**src/rtl/rst_seq_pkg.sv**
```systemverilog
// Shared types and sizing helpers for the reset sequencer.
package rst_seq_pkg;

    typedef enum logic [1:0] {
        HOLD    = 2'd0,
        RELEASE = 2'd1,
        RUN     = 2'd2
    } rst_seq_state_t;

    // Width needed to count 0..max(a,b)-1; never narrower than one bit.
    function automatic int unsigned cnt_width(input int unsigned a, input int unsigned b);
        int unsigned m;
        m = (a > b) ? a : b;
        return (m <= 1) ? 1 : $clog2(m);
    endfunction

endpackage

```
**src/rtl/rst_sync_core.sv**
```systemverilog
// Active-high reset synchroniser: asserts asynchronously, releases after NUM_STAGES edges.
module rst_sync_core #(
    parameter int unsigned NUM_STAGES = 2
) (
    input  logic CLK,
    input  logic RST,
    output logic SYNC_RST
);

    logic [NUM_STAGES-1:0] chain;

    // Chain presets to ones on RST and shifts zeros in from stage 0 afterwards.
    always_ff @(posedge CLK or posedge RST) begin
        if (RST) begin
            chain <= '1;
        end else begin
            chain <= {chain[NUM_STAGES-2:0], 1'b0};
        end
    end

    assign SYNC_RST = chain[NUM_STAGES-1];

endmodule

```
**src/rtl/rst_sequencer.sv**
```systemverilog
// Reset sequencer: synchronises board reset, holds all channels, then frees them in index order.
module rst_sequencer
    import rst_seq_pkg::*;
#(
    parameter int unsigned NUM_STAGES  = 2,
    parameter int unsigned NUM_CH      = 3,
    parameter int unsigned HOLD_CYCLES = 16,
    parameter int unsigned GAP_CYCLES  = 4
) (
    input  logic              CLK,
    input  logic              RST,
    input  logic              SW_RST_REQ,
    output logic [NUM_CH-1:0] CH_RST,
    output logic              ALL_RDY
);

    localparam int unsigned CNT_W = cnt_width(HOLD_CYCLES, GAP_CYCLES);
    localparam int unsigned IDX_W = cnt_width(NUM_CH, 1);

    localparam logic [CNT_W-1:0] HOLD_LAST = CNT_W'(HOLD_CYCLES - 1);
    localparam logic [CNT_W-1:0] GAP_LAST  = CNT_W'(GAP_CYCLES - 1);
    localparam logic [IDX_W-1:0] IDX_LAST  = IDX_W'(NUM_CH - 1);

    logic rst_s;

    rst_seq_state_t    state, state_nxt;
    logic [CNT_W-1:0]  cnt, cnt_nxt;
    logic [IDX_W-1:0]  idx, idx_nxt;
    logic [NUM_CH-1:0] ch_q, ch_nxt;
    logic              rdy_q, rdy_nxt;

    rst_sync_core #(
        .NUM_STAGES(NUM_STAGES)
    ) u_sync (
        .CLK     (CLK),
        .RST     (RST),
        .SYNC_RST(rst_s)
    );

    // State, counters and output registers; board reset clears them asynchronously.
    always_ff @(posedge CLK or posedge RST) begin
        if (RST) begin
            state <= HOLD;
            cnt   <= '0;
            idx   <= '0;
            ch_q  <= '1;
            rdy_q <= 1'b0;
        end else begin
            state <= state_nxt;
            cnt   <= cnt_nxt;
            idx   <= idx_nxt;
            ch_q  <= ch_nxt;
            rdy_q <= rdy_nxt;
        end
    end

    // Next-state logic; a synchronised reset or software request restarts the sequence first.
    always_comb begin
        state_nxt = state;
        cnt_nxt   = cnt;
        idx_nxt   = idx;
        ch_nxt    = ch_q;
        rdy_nxt   = rdy_q;

        if (rst_s || SW_RST_REQ) begin
            state_nxt = HOLD;
            cnt_nxt   = '0;
            idx_nxt   = '0;
            ch_nxt    = '1;
            rdy_nxt   = 1'b0;
        end else begin
            case (state)
                HOLD: begin
                    if (cnt == HOLD_LAST) begin
                        cnt_nxt   = '0;
                        ch_nxt[0] = 1'b0;
                        if (NUM_CH == 1) begin
                            state_nxt = RUN;
                            rdy_nxt   = 1'b1;
                        end else begin
                            state_nxt = RELEASE;
                            idx_nxt   = IDX_W'(1);
                        end
                    end else begin
                        cnt_nxt = cnt + 1'b1;
                    end
                end
                RELEASE: begin
                    if (cnt == GAP_LAST) begin
                        cnt_nxt = '0;
                        idx_nxt = idx + 1'b1;
                        for (int unsigned i = 0; i < NUM_CH; i++) begin
                            if (IDX_W'(i) == idx) begin
                                ch_nxt[i] = 1'b0;
                            end
                        end
                        if (idx == IDX_LAST) begin
                            state_nxt = RUN;
                            rdy_nxt   = 1'b1;
                        end
                    end else begin
                        cnt_nxt = cnt + 1'b1;
                    end
                end
                RUN: begin
                end
                default: begin
                    state_nxt = HOLD;
                end
            endcase
        end
    end

    assign CH_RST  = ch_q;
    assign ALL_RDY = rdy_q;

endmodule

```
**config.mk**
```make
export PLATFORM = sky130hd
export DESIGN_NAME = rst_sequencer
export DESIGN_NICKNAME = d
export VERILOG_FILES = /design/src/rtl/rst_seq_pkg.sv /design/src/rtl/rst_sync_core.sv /design/src/rtl/rst_sequencer.sv
export SDC_FILE = /design/constraint.sdc
export NUM_CORES = 1
export LEC_CHECK = 0
export CELL_PAD_IN_SITES_DETAIL_PLACEMENT = 0
export CELL_PAD_IN_SITES_GLOBAL_PLACEMENT = 1
export CORE_MARGIN = 10
export CORE_UTILIZATION = 42
export DETAILED_ROUTE_END_ITERATION = 8
export PLACE_DENSITY_LB_ADDON = 0.3
export SLEW_MARGIN = 20
export SYNTH_ARGS = -nofsm -noshare
export SYNTH_HDL_FRONTEND = slang
export SYNTH_SLANG_ARGS = --single-unit
```
**constraint.sdc**
```tcl
create_clock -name CLK -period 2 [get_ports CLK]
set_clock_uncertainty 0.1 [all_clocks]
set_input_delay 0.2 -clock CLK [delete_from_list [all_inputs] [get_ports CLK]]
set_output_delay 0.2 -clock CLK [all_outputs]
set_load 0.02 [all_outputs]
```
== Yosys cells after proc, flatten, opt, wreduce, memory -nomap -nowiden ==
Index checks and enable logic that the tools add are counted.

* Register bits after elaboration: 14
* Input port bits: 3
* Output and inout bits: 4

* Add/subtract/negate cells: 2
* Equal/unequal tests: 12
* Multiplexer cells: 24
* Reductions and logical operators: 15

{| class="wikitable"
|+ Operator list
! kind !! count
|-
| 2-to-1 mux 2 bit || 7
|-
| 2-to-1 mux 4 bit || 3
|-
| inequality test 3 bit, second input constant || 4
|-
| AND reduction 3 bit || 4
|-
| nonzero test 2 bit || 5
|-
| 2-to-1 mux 1 bit || 8
|-
| one-hot mux 4 bit (2 select lines) || 1
|-
| AND reduction 4 bit || 2
|-
| 2-to-1 mux 3 bit || 2
|-
| one-hot mux 2 bit (3 select lines) || 1
|-
| adder 4 x 1 -> 4 bit, second input constant || 1
|-
| == test 2 bit, second input constant || 2
|-
| == test 4 x 2 -> 1 bit, second input constant || 1
|-
| == test 4 bit, second input constant || 1
|-
| zero test 2 bit || 2
|-
| one-hot mux 2 bit (2 select lines) || 1
|-
| nonzero test 3 bit || 1
|-
| adder 2 x 1 -> 2 bit, second input constant || 1
|-
| == test 1 x 2 -> 1 bit, first input constant || 1
|-
| == test 2 x 1 -> 1 bit, second input constant || 1
|-
| == test 2 bit, first input constant || 1
|-
| inequality test 2 bit, second input constant || 1
|-
| one-hot mux 1 bit (2 select lines) || 1
|-
| logical OR 1 bit || 1
|}

== Depth between registers and ports, before layout ==
Gate-level depths: netlist of the first run.

* Word-level depth: 5
* Mapped depth: 5
* Depth with buffers taken out: 5

== Modules after synthesis ==
A second synthesis of the first run with hierarchy kept.

* Cells, all modules: 66
* Area, all modules: 729.4 µm²

{| class="wikitable"
|+ Modules (own cells, without submodules)
! module !! instances !! cells each !! area an instance (µm²) !! sequential area each (µm²)
|-
| rst_sequencer || 1 || 62 || 669.4 || 304.0
|-
| rst_sync_core || 1 || 4 || 60.1 || 52.6
|}

== Least setup slack after synthesis of the first run ==
OpenSTA, ideal clock, no wires.

* Kind: reg-to-reg
* From: register cnt[2]
* To: register idx[1]
* Setup time: 0.079 ns
* Arrival: 1.204 ns
* Setup slack: 0.616 ns
* Stages on the path, launching flop included: 5
* Cell sequence: dfrtp_1 buf_6 or3b_4 a21oi_4 mux2i_1

* Word-level cells in the longest chain between the ends: 3
* Elaborated cells between the ends (all ways): 5
* Those cells by class: eq/ne (4); reduce/logical (1)

{| class="wikitable"
|+ RTL lines
! item !! RTL line !! RTL
|-
| start, declared || rst_sequencer.sv:27 || <nowiki>logic [CNT_W-1:0] cnt, cnt_nxt;</nowiki>
|-
| start signal, assigned || rst_sequencer.sv:50 || <nowiki>cnt <= cnt_nxt;</nowiki>
|-
| == test 4 x 2 -> 1 bit or == test 4 bit (tied branches) || rst_sequencer.sv:89, rst_sequencer.sv:74 ||
|-
| inequality test 3 bit (no source line) || -- ||
|-
| AND reduction 3 bit (no source line) (*) || -- ||
|-
| end signal, assigned || rst_sequencer.sv:51 || <nowiki>idx <= idx_nxt;</nowiki>
|-
| end, declared || rst_sequencer.sv:28 || <nowiki>logic [IDX_W-1:0] idx, idx_nxt;</nowiki>
|}

Every way passes the cells marked *; elsewhere a longest branch is shown, timed or not.
A chain may end at the register's enable or synchronous reset.

== Worst setup path in the final report of the first run ==
* From: register ch_q[0] (netlist: CH_RST[0])
* To: output port CH_RST[0]

{| class="wikitable"
|+ RTL lines
! item !! RTL line !! RTL
|-
| start, declared || rst_sequencer.sv:29 || <nowiki>logic [NUM_CH-1:0] ch_q, ch_nxt;</nowiki>
|-
| start signal, assigned || rst_sequencer.sv:52 || <nowiki>ch_q <= ch_nxt;</nowiki>
|-
| end, declared || rst_sequencer.sv:13 || <nowiki>output logic [NUM_CH-1:0] CH_RST,</nowiki>
|}

No word-level cell between the ends.

==> results of run 1 <==
[power by group]
group	internal, mW	total (mW)	switching, mW
clock network	0.111	0.208	0.0973
registers	0.289	0.291	0.00242
logic	0.00742	0.0204	0.0130
total	0.407	0.520	0.113
[path summary, 6_finish.rpt]
check                                 from              end  slack [ns]  cells past startpoint
setup / recovery                 CH_RST[0]        CH_RST[0]        0.26                      1
hold / removal                         RST           cnt[0]        0.13                      2
setup reg to reg                  state[1]        CH_RST[2]        0.50                      3
hold reg to reg            u_sync.chain[0]  u_sync.chain[1]        0.26                      0
max in group asynchronous              RST        CH_RST[2]        1.30                      2
min in group CLK           u_sync.chain[0]  u_sync.chain[1]        0.26                      0
[state kept, by name, indices dropped and copies added (netlist names)]
name / count
cnt: 4
CH_RST: 3
idx: 2
state: 2
u_sync.chain: 2
ALL_RDY: 1
[routing by layer]
metal | wire, um | GRT usage | up-vias
met1 | 652 | 0.0905 | 237
li1 | - | - | 253
met2 | 517 | 0.100 | 8
met4 | 36 | 0.0514 | 0
met5 | 0 | 0 | -
met3 | 78 | 0.0341 | 4
[metrics by stage]
step / worst slack [ns] / power [mW]
2_1_floorplan: 0.616 / 0.310
3_3_place_gp: 0.379 / 0.317
3_5_place_dp: 0.332 / 0.318
4_1_cts: 0.252 / 0.525
5_1_grt: 0.217 / 0.542
6_report: 0.265 / 0.520
[area by class of cell]
class	instances	area, um^2
sequential	14	357
inverter	8	30.0
clock buffer	4	36.3
tap	25	31.3
multi-input combinational	45	329
fill	171	865
timing repair buffer	6	60.1
[kinds of logic (layout without fill, tap and decap cells)]
| family | after synthesis | in the layout | share of synthesized area |
|---|---|---|---|
| buffers and inverters | 12 | 18 | 0.0790 |
| other | 1 | 1 | 0.00504 |
| multiplexers | 2 | 2 | 0.0269 |
| adder cells (fa/ha/maj) | 4 | 4 | 0.0672 |
| AO/OA/AOI/OAI | 16 | 16 | 0.163 |
| AND/OR/NAND/NOR | 22 | 22 | 0.180 |
| flip-flops | 14 | 14 | 0.479 |
[placed cells by master, fill, tap and decap left out, drive strengths merged, types with 2 or more instances in the layout]
cell type      netlist  routed
mux2i                2       2
inv                  8       8
clkdlybuf4s50        0       6
dfrtp                9       9
dfstp                5       5
or3                  2       2
clkbuf               0       4
nand2                5       5
nor2                 3       3
a21o                 2       2
nand3                4       4
nand2b               2       2
o21ai                2       2
a21oi                6       6
ha                   4       4
==> flow_metrics.tcl, run 1 <==
set metrics [dict create \
    status "completed" \
    cts_buffers 3 \
    initialDrtViolationCount 5 \
    gp_congestion 0.719 \
    p_per_area_nw_per_um2 616 \
    placed_area_um2 807 \
    die_h_um 62.1 \
    cts_tree "done" \
    slowest_delay_ns 0.60 \
    drive_above_1_share 0.182 \
    finalCoreUtilization 0.494 \
    path_class "flip-flop to output port" \
    synth_edf_count 0 \
    ios 7 \
    synth_area_leaders "dfrtp_1 30%, dfstp_2 18%, ha_1 6.7%" \
    cts-htree-levels 1 \
    grt_overflow 0 \
    cts_buffer_depth 2 \
    period_minus_slack_ns 1.74 \
    p_leak_nw 0.333 \
    critPathBufInv 1 \
    grt_start_max_net_pins 15 \
    design_area_um2 843 \
    grt_pass1_wl_um 2320 \
    worstSetupEndpointType "output port" \
    io_buffers 6 \
    clk_latency_ns 0.29 \
    synth_top_area_share 0.303 \
    num-nets-final 85 \
    yosys.area.top_type "dfrtp_1" \
    yosysSeqAreaShare 0.479 \
    clock_tree.root_cell "clkbuf_4" \
    post_cts_resized 0 \
    core_area_um2 1710 \
    synthToLayoutAreaGrowth_pct 13.3 \
    fin_cells 102 \
    hold_slack_ns 0.135 \
    period_share 0.868 \
    critPathRequiredTime_ns 1.70 \
    ant_nets 0 \
    cts_sinks 14 \
    row_count 15 \
    rsz0062_at_grt "no" \
    worstPathCellList "clkdlybuf4s50_1" \
    start_util 0.436 \
    hpwlAfterDp_um 932 \
    dr.pass1.iters 3 \
    critical_path.top_delay_family "buffers and inverters" \
    arrival_ns 1.44 \
    yosysUniqueCellTypes 30 \
    synth_nets 78 \
    maxCapViolCount 0 \
    placedCellCount 98 \
    path_clk_slew_ns 0.09 \
    grt_pass1_vias 502 \
    vias_per_cell 4.92 \
    hold_buffers 0 \
    slew_violations 0 \
    synthCells 71 \
    fmax_mhz 576 \
    antenna_found_initial 0 \
    routed_wl_um 1280 \
    cp_slowest_cell "clkdlybuf4s50_1" \
    max-slew-margin-rel 0.655 \
    yosysWarnings 0 \
    tightest_slew_ns 0.517 \
    yosysMostFrequentCell "dfrtp_1" \
    die_x_um 62.1 \
    cp_max_fo 3 \
    cp-start-kind "flip-flop" \
    peakVddDrop_mv 0.419 \
    timing_hold_violations_final 0 \
    ys_seq_elements 14 \
    synthArstFlopShare 1.00 \
    avgRoutedWirePerCell_um 12.6 \
    vias 502 \
    syn-cell-area_um2 744 \
    syn_area_per_cell_um2 10.5 \
    drc 0 \
    synth.cells.most_frequent "9 x dfrtp_1, 8 x inv_1, 5 x a21oi_1, 5 x dfstp_2, 5 x nand2_1" \
    tns_ns 0 \
    die_area_um2 3860 \
    n_antenna_cell 0 \
    post_cts.repair.setup_buffers 0 \
    synth_ff_type "dfrtp_1" \
    track_usage 0.0742 \
    hold_class "input pin to asynchronous set/reset pin" \
    setup_viol 0 \
]
Power figures use the tool's default switching activity.
==> run 2: changes to the inputs <==
--- a/config.mk
+++ b/config.mk
@@ -11,7 +11,7 @@
 export CORE_UTILIZATION = 42
 export DETAILED_ROUTE_END_ITERATION = 8
 export PLACE_DENSITY_LB_ADDON = 0.3
-export SLEW_MARGIN = 20
+export SLEW_MARGIN = 30
 export SYNTH_ARGS = -nofsm -noshare
 export SYNTH_HDL_FRONTEND = slang
 export SYNTH_SLANG_ARGS = --single-unit
==> results of run 2 <==
Same layout as run 1: the final DEF is identical, and so are final timing and power.
